File: config.mk
export PLATFORM = sky130hd
export DESIGN_NAME = edge_sobel
export DESIGN_NICKNAME = d
export VERILOG_FILES = /design/src/rtl/edge_sobel_pkg.sv /design/src/rtl/edge_sobel_kernel.sv /design/src/rtl/edge_sobel.sv
export SDC_FILE = /design/constraint.sdc
export NUM_CORES = 1
export LEC_CHECK = 0
export ABC_AREA = 1
export CAP_MARGIN = 10
export CORE_ASPECT_RATIO = 0.8
export CORE_MARGIN = 2
export CORE_UTILIZATION = 45
export DETAILED_ROUTE_END_ITERATION = 8
export DONT_BUFFER_PORTS = 1
export PLACE_DENSITY = 0.69
export SYNTH_ARGS = -nofsm -noshare
export SYNTH_HDL_FRONTEND = slang
export SYNTH_SLANG_ARGS = --single-unit
File: constraint.sdc
create_clock -name clk -period 5.6 [get_ports clk]
set_clock_uncertainty 0.2 [all_clocks]
set_input_delay 1.12 -clock clk [delete_from_list [all_inputs] [get_ports clk]]
set_output_delay 1.12 -clock clk [all_outputs]
set_load 0.03 [all_outputs]
File: src/rtl/edge_sobel_pkg.sv
// Shared image geometry, pixel type, FSM states and clip helper for the Sobel edge engine.
package edge_pkg;

  localparam int IMG_W = 128;
  localparam int IMG_H = 128;
  localparam logic [13:0] LAST_IDX = 14'(IMG_W * IMG_H - 1);
  localparam logic [6:0]  LAST_COL = 7'(IMG_W - 1);
  localparam logic [7:0]  CLIP_MAX = 8'd255;

  typedef logic [7:0] pixel_t;

  typedef enum logic [2:0] {
    ST_IDLE,
    ST_FETCH,
    ST_CALC,
    ST_WRITE,
    ST_DONE
  } state_e;

  function automatic pixel_t clip_mag(input logic [11:0] mag);
    return (mag > {4'b0000, CLIP_MAX}) ? CLIP_MAX : mag[7:0];
  endfunction

endpackage

File: src/rtl/edge_sobel_kernel.sv
// Combinational Sobel operator: 3x3 window (p0 in the low byte, p8 in the high byte)
// to a |Gx|+|Gy| magnitude clipped to 8 bits.
module sobel_kernel
  import edge_pkg::*;
(
  input  logic [71:0] win_i,
  output logic [7:0]  mag_o
);

  pixel_t p [9];

  for (genvar gi = 0; gi < 9; gi++) begin : g_unpack
    assign p[gi] = win_i[gi*8 +: 8];
  end

  logic [9:0]        gx_pos, gx_neg, gy_pos, gy_neg;
  logic signed [10:0] gx, gy;
  logic [9:0]        ax, ay;
  logic [11:0]       mag;

  assign gx_pos = 10'(p[2]) + {1'b0, p[5], 1'b0} + 10'(p[8]);
  assign gx_neg = 10'(p[0]) + {1'b0, p[3], 1'b0} + 10'(p[6]);
  assign gy_pos = 10'(p[6]) + {1'b0, p[7], 1'b0} + 10'(p[8]);
  assign gy_neg = 10'(p[0]) + {1'b0, p[1], 1'b0} + 10'(p[2]);

  assign gx = $signed({1'b0, gx_pos}) - $signed({1'b0, gx_neg});
  assign gy = $signed({1'b0, gy_pos}) - $signed({1'b0, gy_neg});

  // Each gradient is bounded by 1020 in magnitude, so the absolute value fits 10 bits.
  assign ax = gx[10] ? 10'(-gx) : gx[9:0];
  assign ay = gy[10] ? 10'(-gy) : gy[9:0];

  assign mag   = 12'(ax) + 12'(ay);
  assign mag_o = clip_mag(mag);

endmodule

File: src/rtl/edge_sobel.sv
// Sobel edge map over a 128x128 source image; writes one result per pixel in raster order.
// Define EDGE_SOBEL_THRESH_EN to binarize the output against THRESH.
module edge_sobel
  import edge_pkg::*;
#(
  parameter logic [7:0] THRESH = 8'd128
) (
  input  logic        clk,
  input  logic        reset,
  input  logic        ready,
  output logic        busy,
  output logic [13:0] iaddr,
  input  logic [7:0]  idata,
  output logic [13:0] addr,
  output logic [7:0]  data_wr,
  output logic        wen
);

  state_e      state_q, state_d;
  logic        busy_q, busy_d;
  logic        wen_q, wen_d;
  logic [13:0] addr_q, addr_d;
  logic [7:0]  data_wr_q, data_wr_d;
  logic [13:0] idx_q, idx_d;
  logic [1:0]  tap_r_q, tap_r_d;
  logic [1:0]  tap_c_q, tap_c_d;
  pixel_t      win_q [9];
  pixel_t      win_d [9];

  logic        shift_en;
  logic        fetch_wr;
  logic [7:0]  trow, tcol;
  logic        tap_in;
  pixel_t      tap_pix;
  logic [3:0]  tap_sel;
  logic [71:0] win_flat;
  logic [7:0]  mag;
  logic [7:0]  result;

  // Tap coordinates relative to the centre; a set bit 7 means the tap fell off the image.
  assign trow    = {1'b0, idx_q[13:7]} + {6'b0, tap_r_q} - 8'd1;
  assign tcol    = {1'b0, idx_q[6:0]}  + {6'b0, tap_c_q} - 8'd1;
  assign tap_in  = ~trow[7] & ~tcol[7];
  assign tap_pix = tap_in ? idata : 8'd0;
  assign tap_sel = {1'b0, tap_r_q, 1'b0} + {2'b00, tap_r_q} + {2'b00, tap_c_q};
  assign fetch_wr = (state_q == ST_FETCH);

  assign iaddr   = fetch_wr ? {trow[6:0], tcol[6:0]} : 14'd0;
  assign busy    = busy_q;
  assign wen     = wen_q;
  assign addr    = addr_q;
  assign data_wr = data_wr_q;

  for (genvar gi = 0; gi < 9; gi++) begin : g_win
    assign win_flat[gi*8 +: 8] = win_q[gi];
    if (gi % 3 == 2) begin : g_right
      assign win_d[gi] = (fetch_wr && tap_sel == 4'(gi)) ? tap_pix : win_q[gi];
    end else begin : g_shift
      assign win_d[gi] = (fetch_wr && tap_sel == 4'(gi)) ? tap_pix :
                         shift_en ? win_q[gi+1] : win_q[gi];
    end
  end

  sobel_kernel u_kernel (
    .win_i (win_flat),
    .mag_o (mag)
  );

`ifdef EDGE_SOBEL_THRESH_EN
  assign result = (mag >= THRESH) ? 8'hFF : 8'h00;
`else
  assign result = mag;
`endif

  always_comb begin
    state_d   = state_q;
    busy_d    = busy_q;
    wen_d     = 1'b0;
    addr_d    = addr_q;
    data_wr_d = data_wr_q;
    idx_d     = idx_q;
    tap_r_d   = tap_r_q;
    tap_c_d   = tap_c_q;
    shift_en  = 1'b0;
    case (state_q)
      ST_IDLE: begin
        if (ready) begin
          state_d = ST_FETCH;
          busy_d  = 1'b1;
          idx_d   = 14'd0;
          tap_r_d = 2'd0;
          tap_c_d = 2'd0;
        end
      end
      ST_FETCH: begin
        if (tap_r_q == 2'd2) begin
          tap_r_d = 2'd0;
          if (tap_c_q == 2'd2) state_d = ST_CALC;
          else                 tap_c_d = tap_c_q + 2'd1;
        end else begin
          tap_r_d = tap_r_q + 2'd1;
        end
      end
      ST_CALC: begin
        state_d   = ST_WRITE;
        wen_d     = 1'b1;
        addr_d    = idx_q;
        data_wr_d = result;
      end
      ST_WRITE: begin
        if (idx_q == LAST_IDX) begin
          state_d = ST_DONE;
          busy_d  = 1'b0;
        end else begin
          state_d = ST_FETCH;
          idx_d   = idx_q + 14'd1;
          tap_r_d = 2'd0;
          // A new row needs the full 9-tap fetch; otherwise slide and read the right column.
          if (idx_q[6:0] == LAST_COL) begin
            tap_c_d = 2'd0;
          end else begin
            tap_c_d  = 2'd2;
            shift_en = 1'b1;
          end
        end
      end
      ST_DONE: state_d = ST_IDLE;
      default: state_d = ST_IDLE;
    endcase
  end

  always_ff @(posedge clk or negedge reset) begin
    if (!reset) begin
      state_q   <= ST_IDLE;
      busy_q    <= 1'b0;
      wen_q     <= 1'b0;
      addr_q    <= 14'd0;
      data_wr_q <= 8'd0;
      idx_q     <= 14'd0;
      tap_r_q   <= 2'd0;
      tap_c_q   <= 2'd0;
      for (int i = 0; i < 9; i++) win_q[i] <= 8'd0;
    end else begin
      state_q   <= state_d;
      busy_q    <= busy_d;
      wen_q     <= wen_d;
      addr_q    <= addr_d;
      data_wr_q <= data_wr_d;
      idx_q     <= idx_d;
      tap_r_q   <= tap_r_d;
      tap_c_q   <= tap_c_d;
      for (int i = 0; i < 9; i++) win_q[i] <= win_d[i];
    end
  end

endmodule
# Word-level counts from Yosys, hierarchy flattened
# Index checks and enable logic that the tools add are counted.
[classes]
n_addsub = 22
n_lt_le_gt_ge = 1
eq_ne = 21
mux = 41
bitwise = 3
n_reduce_logical = 24
[op_table]
columns = ["operator", "count"]
rows = [
  ["$mux W8", 14],
  ["$mux W14", 3],
  ["$add A10 B8 Y10", 4],
  ["$add A8 B9 Y10", 4],
  ["$pmux W14 S2", 1],
  ["$sub A10 B10 Y11", 2],
  ["$mux W10", 2],
  ["$neg A10 Y10", 2],
  ["$add A7 B2 Y8", 2],
  ["$eq A4 B3 Y1 const B", 4],
  ["$sub A8 B1 Y8 const B", 2],
  ["$add A14 B1 Y14 const B", 1],
  ["$eq A14 B14 Y1 const B", 1],
  ["$mux W2", 7],
  ["$reduce_bool A2 Y1", 7],
  ["$gt A12 B8 Y1 const B", 1],
  ["$mux W3", 4],
  ["$pmux W2 S3", 2],
  ["$pmux W3 S4", 1],
  ["$reduce_and A3 Y1", 4],
  ["$add A10 B10 Y11", 1],
  ["$logic_and A1 B1 Y1", 9],
  ["$eq A4 B2 Y1 const B", 2],
  ["$ne A2 B2 Y1 const B", 4],
  ["other kinds (18)", 28],
]
[totals]
ff_bits = 117
in_bits = 11
out_inout_bits = 38
wordCells = 129

# Depth between registers and ports, before layout
[logic_depth]
ltp_word = 8
mapped_depth = 29
depth_no_buf = 29

# Hierarchy
# From an unflattened synthesis, not the netlist that was laid out.
[hier_totals]
cells_unflattened = 1336
area_unflattened_um2 = 9850.7
[by_module_without_submodules]
columns = ["module", "instances", "cells_each", "area_each_um2", "seq_area_each_um2"]
rows = [
  ["edge_sobel", 1, 788, 6142.1, 2927.8],
  ["sobel_kernel", 1, 548, 3708.6, 0.0],
]

# Worst setup path after synthesis
# No wires, ideal clock.
[synth_timing]
kind = "reg-to-reg"
from = "reg win_q, in the netlist win_flat[23]"
to = "reg data_wr_q[0], in the netlist data_wr[0]"
setup_time_ps = 113
t_arrival_ps = 4721
required_ps = 5287
slack_ps = 566
path_stages_with_launch = 24
path_buffers = 0
period_less_slack_ps = 5034
cell_sequence = "dfrtp_1 inv_1 fa_1 fa_1 inv_1 fa_1 inv_1 ha_1 nand2_1 nor3_1 nand3_1 nand3_1 inv_1 nand2_1 o21ai_0 fa_1 nand3_1 nand2_1 a21boi_0 o21ai_0 nor2_1 nand3_1 nand2_1 inv_1"
[synth_between]
elab_chain_len = 8
elab_cells_between_ends = 12
cone_classes = "add/sub: 8; order compare: 1; mux: 3"
[synth_lines]
columns = ["item", "line_no", "rtl"]
rows = [
  ["start: declaration", "edge_sobel.sv:27", "pixel_t win_q [9];"],
  ["$add A8 B9 Y10", "edge_sobel_kernel.sv:21", "assign gx_pos = 10'(p[2]) + {1'b0, p[5], 1'b0} + 10'(p[8]);"],
  ["$add A10 B8 Y10", "edge_sobel_kernel.sv:21", ""],
  ["$sub A10 B10 Y11", "edge_sobel_kernel.sv:26", "assign gx = $signed({1'b0, gx_pos}) - $signed({1'b0, gx_neg});"],
  ["$neg A10 Y10", "edge_sobel_kernel.sv:30", "assign ax = gx[10] ? 10'(-gx) : gx[9:0];"],
  ["$mux W10", "edge_sobel_kernel.sv:30", ""],
  ["$add A10 B10 Y11 (*)", "edge_sobel_kernel.sv:33", "assign mag = 12'(ax) + 12'(ay);"],
  ["$gt A12 B8 Y1", "edge_sobel_pkg.sv:21", "return (mag > {4'b0000, CLIP_MAX}) ? CLIP_MAX : mag[7:0];"],
  ["$mux W8 (*)", "edge_sobel_pkg.sv:21", ""],
  ["end signal: assignment", "edge_sobel.sv:148", "data_wr_q <= data_wr_d;"],
  ["end: declaration", "edge_sobel.sv:23", "logic [7:0] data_wr_q, data_wr_d;"],
]
# Mark *: on every way between the ends. The rest lies on a longest branch, timed or not.
# A chain may end at the register's enable or synchronous reset.

# Worst setup path after layout
[layout_timing]
from = "reg win_q, in the netlist win_flat[23]"
to = "reg data_wr_q[5], in the netlist data_wr[5]"
# Same word-level chain as after synthesis.

==> reports/metrics.cfg <==
[sta]
tightestPinTransition_ps=1050
hold-worst-slack_ps=178
hold_viol=0
timing.final.crit_share_pct=93.6
min_period_ps=5240
max_freq_mhz=191
maxSlewViolCount=0
setup_viol=0
slew-limit-headroom_pct=29.9

[die]
ios=49
dieArea_mm2=0.0223
die_w_um=167
fp.dieH_um=134
num_rows=47
core_mm2=0.0207
start_util_pct=46.0

[global_routing]
grt_pass1_wl_mm=38.8
grt_pass1_vias=7510
grt_max_degree=118
grt_overflow_total=0
grt_util_all_layers_pct=21.8
antenna_found_initial=0

[critical_path]
crit_start=win_flat[23]
worstSetupPathType=reg -> reg
crit_slowest_cell=fa_1
ff2ff_path_depth=25
end_kind=flip-flop
required_ps=5730
cp.buffers_inverters=8
critPathTopFamily=adder cells
worstPathArrival_ps=5370
critPathLaunchType=flip-flop
path_common_cell=inv_1
worstPathMaxFanout=8
rrSetupSlack_ps=360
r2r-start=win_flat[23]
timing.rr.end=data_wr[5]
slowest_delay_ps=540

[placed_design]
hpwl_mm=18.0
placed_area_mm2=0.00981
dpl.cell_count=1489
gp_congestion=0.929
portBuffers=0

[synthesis]
avgSynthCellArea_um2=7.74
async_reset_ff_share_pct=100
synth_area_mm2=0.00952
synth_nets=1375
synth_warnings=0
synthDistinctLibCells=34
synth-seq-area-share_pct=30.8
synth_edf_count=0
ys_ff_latch=117
synth_cells=1230
synthFlopType=dfrtp_1

[routing]
drt_iter0_drc=662
routedWlPerCell_um=15.4
viasPerCell=5.20
drc=0
wl_mm=23.4
first_pass_iters=6
antenna_left=0
dr_total_vias=7907

[clocking]
cts-buffers-inserted=17
htree_levels=4
path_clk_slew_ps=70
worstSkewPairLatency_ps=430
cts_sinks=117
clockBufferDepth=2
cts_tree=yes
ctsRootBufferMaster=clkbuf_16

[outcome]
status=complete, no violations

[cells_and_area]
synthToLayoutAreaGrowth_pct=9.61
finalNetCount=1385
final_util_pct=50.4
fin_area_mm2=0.0104
mostFrequentLayoutCell=nand2_1
final_cell_mix=nand2_1, inv_1, dfrtp_1, nor2_1, nand3_1
final_cells=1522
drive_gt1_share_pct=6.38
antenna_cells=0

[run]
cap_violations=0

[min_path]
hp-class=in -> async

registers in the layout, summed over array words and instances (netlist names):
| name | flops |
|---|---|
| data_wr | 8 |
| state_q | 3 |
| wen | 1 |
| win_flat | 72 |
| busy | 1 |
| tap_r_q | 2 |
| addr | 14 |
| tap_c_q | 2 |
| idx_q | 14 |
through the flow:
stage / setup WS, ps / setup TNS (ps)
after floorplan: 566 / 0
after global placement: 174 / 0
after detailed placement: 133 / 0
after CTS: 128 / 0
after global routing: -44.4 / -256
final: 360 / 0
worst max-delay path by stage:
stage	to	slack, ps	cells after the start
3_3_place_gp	data_wr[3]	170	24
4_1_cts	data_wr[5]	130	24
2_1_floorplan	data_wr[0]	570	23
5_1_grt	data_wr[5]	-40	28
6_report	data_wr[5]	360	25
3_5_place_dp	data_wr[5]	130	24
layer usage:
layer	vias up	global-route usage, %	wire length [µm]
li1	3882	-	-
met1	3773	32.7	11300
met2	223	32.2	10200
met3	29	4.40	1640
met4	0	6.03	301
met5	-	0	0
repair_timing:
action                     CTS  global route
gates resized for setup      0            13
buffers inserted             0             1
hold buffers                 0             0
setup endpoints to repair    0             8
cell families (layout without fill, tap and decap cells):
family | count (synthesis) | after routing | share of synthesized area (%)
DFF | 117 | 117 | 30.8
buffers and inverters | 271 | 294 | 10.9
AOI/OAI and AO/OA | 179 | 179 | 10.7
and+or+nand+nor | 510 | 510 | 22.9
adders and majority gates | 134 | 134 | 22.9
xor gates and xnor gates | 19 | 19 | 1.75
cells in the mapped netlist, types with 17 or more instances:
cell        n  area, µm²
a21oi_1    46        230
dfrtp_1   117       2930
fa_1       67       1340
ha_1       67        838
inv_1     252        946
nand2_1   281       1050
nand3_1    73        365
nand4_1    17        106
nor2_1    100        375
o21ai_0    64        320
o21bai_1   27        203
o22ai_1    22        138
worst reg2reg max path, delay by kind of cell (launching register included):
| kind | cells | cell delay (ps) |
|---|---|---|
| DFF | 1 | 370 |
| AOI/OAI and AO/OA | 7 | 950 |
| adders and majority gates | 5 | 2250 |
| buffers and inverters | 8 | 740 |
| and+or+nand+nor | 5 | 610 |
layout make-up:
type                       instances  area, µm²
timing repair buffer               5       37.5
clock inverter                    15        160
tap                              269        337
inverter                         257        965
fill                            1965      10300
multi-input combinational        842       5580
sequential                       117       2930
clock buffer                      17        425
Power is left out: the tool's default activity adds up to more than one toggle a clock period on the data nets, which glitch-free logic cannot reach.
==> RTL change (config.mk and constraints unchanged) <==
`addr_q` and `data_wr_q` no longer have a reset.
--- a/src/rtl/edge_sobel.sv
+++ b/src/rtl/edge_sobel.sv
@@ -135,6 +135,4 @@
       busy_q    <= 1'b0;
       wen_q     <= 1'b0;
-      addr_q    <= 14'd0;
-      data_wr_q <= 8'd0;
       idx_q     <= 14'd0;
       tap_r_q   <= 2'd0;
@@ -145,6 +143,4 @@
       busy_q    <= busy_d;
       wen_q     <= wen_d;
-      addr_q    <= addr_d;
-      data_wr_q <= data_wr_d;
       idx_q     <= idx_d;
       tap_r_q   <= tap_r_d;
@@ -154,3 +150,8 @@
   end
 
+  always_ff @(posedge clk) begin
+    addr_q    <= addr_d;
+    data_wr_q <= data_wr_d;
+  end
+
 endmodule
Behaviour: no difference found for any inputs over 10 cycles, from zero or initial values and one cycle with reset low; that may be too few to reach the edited logic, so the function may still have changed.
==> RTL change against the unedited design <==
Final cell count is 2.1% lower; cell area grew 1.0%; sequential cell count did not move; largest cell class unchanged; area after synthesis barely moved; routed wire length down 2.6%; worst hold slack gained 14 ps; highest routed layer unchanged; setup slack worse by 66 ps; global-route usage down 0.18 points.
Power is left out: the tool's default activity adds up to more than one toggle a clock period on the data nets, which glitch-free logic cannot reach.
==> RTL change: results (changes against the unedited design) <==
Place
  – Post-DP HPWL: 17,500 um (-2.8%)
  – Cell Area, Placed: 0.00978 mm^2 (-0.27%)
  – PortBufs: 0 (unchanged)
  – Gpl congestion: 0.857 (-7.8%)
  – DP Cell Count: 1,452 (-2.5%)

Logic synthesis
  – Mapped Nets: 1,339 (-2.6%)
  – Unique masters post-synth: 41 (+21%)
  – Top cells by count, synth: nand2_1 (286), inv_1 (244), dfrtp_1 (95)
  – Ys flop type: dfrtp_1
  – Post-synth EDFFs: 22 (+22)
  – Async set or reset register ratio after synthesis: 81.2% (-19 points)
  – Part of the Yosys area used for sequential elements: 31.9% (+1.2 points)
  – Synthesized netlist cell count: 1,194 (-2.9%)
  – Top cells by area, synth: dfrtp_1 (25%), fa_1 (14%), nand2_1 (11%)

Clocking
  – CTS Buf Count: 17 (unchanged)
  – Clock Tree Root: clkbuf_16
  – Clk slew on worst S/H paths: 60 ps
  – Clk Latency, worst-skew pair: 420 ps
  – Htree depth: 4 (unchanged)

Layout
  – Share of layout cells above drive strength 1: 8.03% (+1.6 points)
  – Max reg flops: 72 (unchanged)
  – ANT cells: 0 (unchanged)
  – Nets: 1,353 (-2.3%)

Detailed routing
  – Vias/cell: 5.18 (-0.31%)
  – WL per Instance: 15.3 um (-0.51%)
  – Initial DRC Count: 688 (+3.9%)
  – Pre-Repair DR Iteration Count: 7 (+1)
  – Total length of routed wires: 22,800 um (-2.6%)

Timing
  – Max_slew headroom: 35.0% (+5.1 points)

Critical path
  – CP max stage delay: 550 ps
  – Worst r2r src: win_flat[10]$_DFFE_PN0P_
  – Critical Path Fanout Max: 16 (+8)
  – Reg-to-reg endpoint: data_wr[0]$_SDFFCE_PN1P_
  – Reg2reg setup slack: 290 ps (-70 ps)
  – Data arrival, critical path: 5270 ps (-100 ps)
  – Worst-case reg-to-reg path depth: 30 (+20%)

Hold path
  – HP Class: input port to async pin

Global routing
  – Largest net degree at the start of global routing: 96 (-19%)
  – GRT Residual Overflow: 0 (unchanged)
  – Vias in the first global route: 7,345 (-2.2%)
  – Global Route Usage Sum: 21.7% (-0.18 points)
  – First-pass GRT wire length: 38,300 um (-1.5%)

Floorplanning
  – Die W: 167 um (about the same)

Outcome
  – Status: finished, final reports clean
## RTL change: cell count changes after synthesis, moves of 6 or more
| cell | unedited run | this run |
|---|---|---|
| o21ai_0 | 64 | 28 |
| inv_1 | 252 | 244 |
| or2_2 | 10 | 1 |
| edfxtp_1 | 0 | 22 |
| dfrtp_1 | 117 | 95 |
| o21ai_1 | 6 | 28 |
| o22ai_1 | 22 | 16 |
| nor2_1 | 100 | 89 |
## RTL change: kinds of logic after synthesis
| kind of cell | count (synthesis) | share of synthesized area [%] |
|---|---|---|
| buffers and inverters | 266 | 10.9 |
| AND/OR/NAND/NOR | 501 | 22.8 |
| adder cells (fa/ha/maj) | 134 | 22.9 |
| AO/OA/AOI/OAI | 155 | 9.52 |
| flip-flops | 117 | 31.9 |
| XOR/XNOR | 21 | 1.93 |
## RTL change: layout make-up
cell class | count | area [um^2]
Timing Repair Buffer | 8 | 72.6
Clock buffer | 17 | 425
Clock inverter | 15 | 171
Tap cell | 269 | 337
Multi-Input combinational cell | 811 | 5540
Fill cell | 1959 | 10200
Inverter | 252 | 946
Timing Repair inverter | 1 | 7.51
Sequential cell | 117 | 3040
## RTL change: repair_timing
action / 4_1_cts / 5_1_grt
resized for setup: 0 / 29
setup endpoints to repair: 0 / 8
setup buffers: 0 / 5
## RTL change: worst max path at each step
stage,slack (ps),end,startpoint
floorplan,420,data_wr[7]$_SDFFCE_PN1P_,win_flat[23]$_DFFE_PN0P_
global placement,290,data_wr[7]$_SDFFCE_PN1P_,win_flat[51]$_DFFE_PN0P_
detailed placement,140,data_wr[6]$_SDFFCE_PN1P_,win_flat[19]$_DFFE_PN0P_
CTS,130,data_wr[7]$_SDFFCE_PN1P_,win_flat[51]$_DFFE_PN0P_
global route,-40,data_wr[7]$_SDFFCE_PN1P_,win_flat[23]$_DFFE_PN0P_
finish,290,data_wr[0]$_SDFFCE_PN1P_,win_flat[10]$_DFFE_PN0P_
## RTL change: layer usage
| metal | part of all wire [%] | routed length [um] | vias to the layer above | global-route usage, % |
|---|---|---|---|---|
| li1 | - | - | 3788 | - |
| met1 | 48 | 11100 | 3668 | 32.4 |
| met2 | 43 | 9890 | 234 | 31.9 |
| met3 | 6.5 | 1500 | 27 | 4.43 |
| met4 | 1.6 | 376 | 0 | 6.32 |
| met5 | 0 | 0 | - | 0 |
## RTL change: through the flow
stage | hold slack (ps) | setup WS [ps] | util, %
after floorplan | 249 | 420 | -
after global placement | 262 | 292 | 47.3
after detailed placement | 265 | 137 | 47.3
after CTS | 177 | 131 | 50.1
after global routing | 177 | -44.2 | 50.9
final | 192 | 295 | 50.9
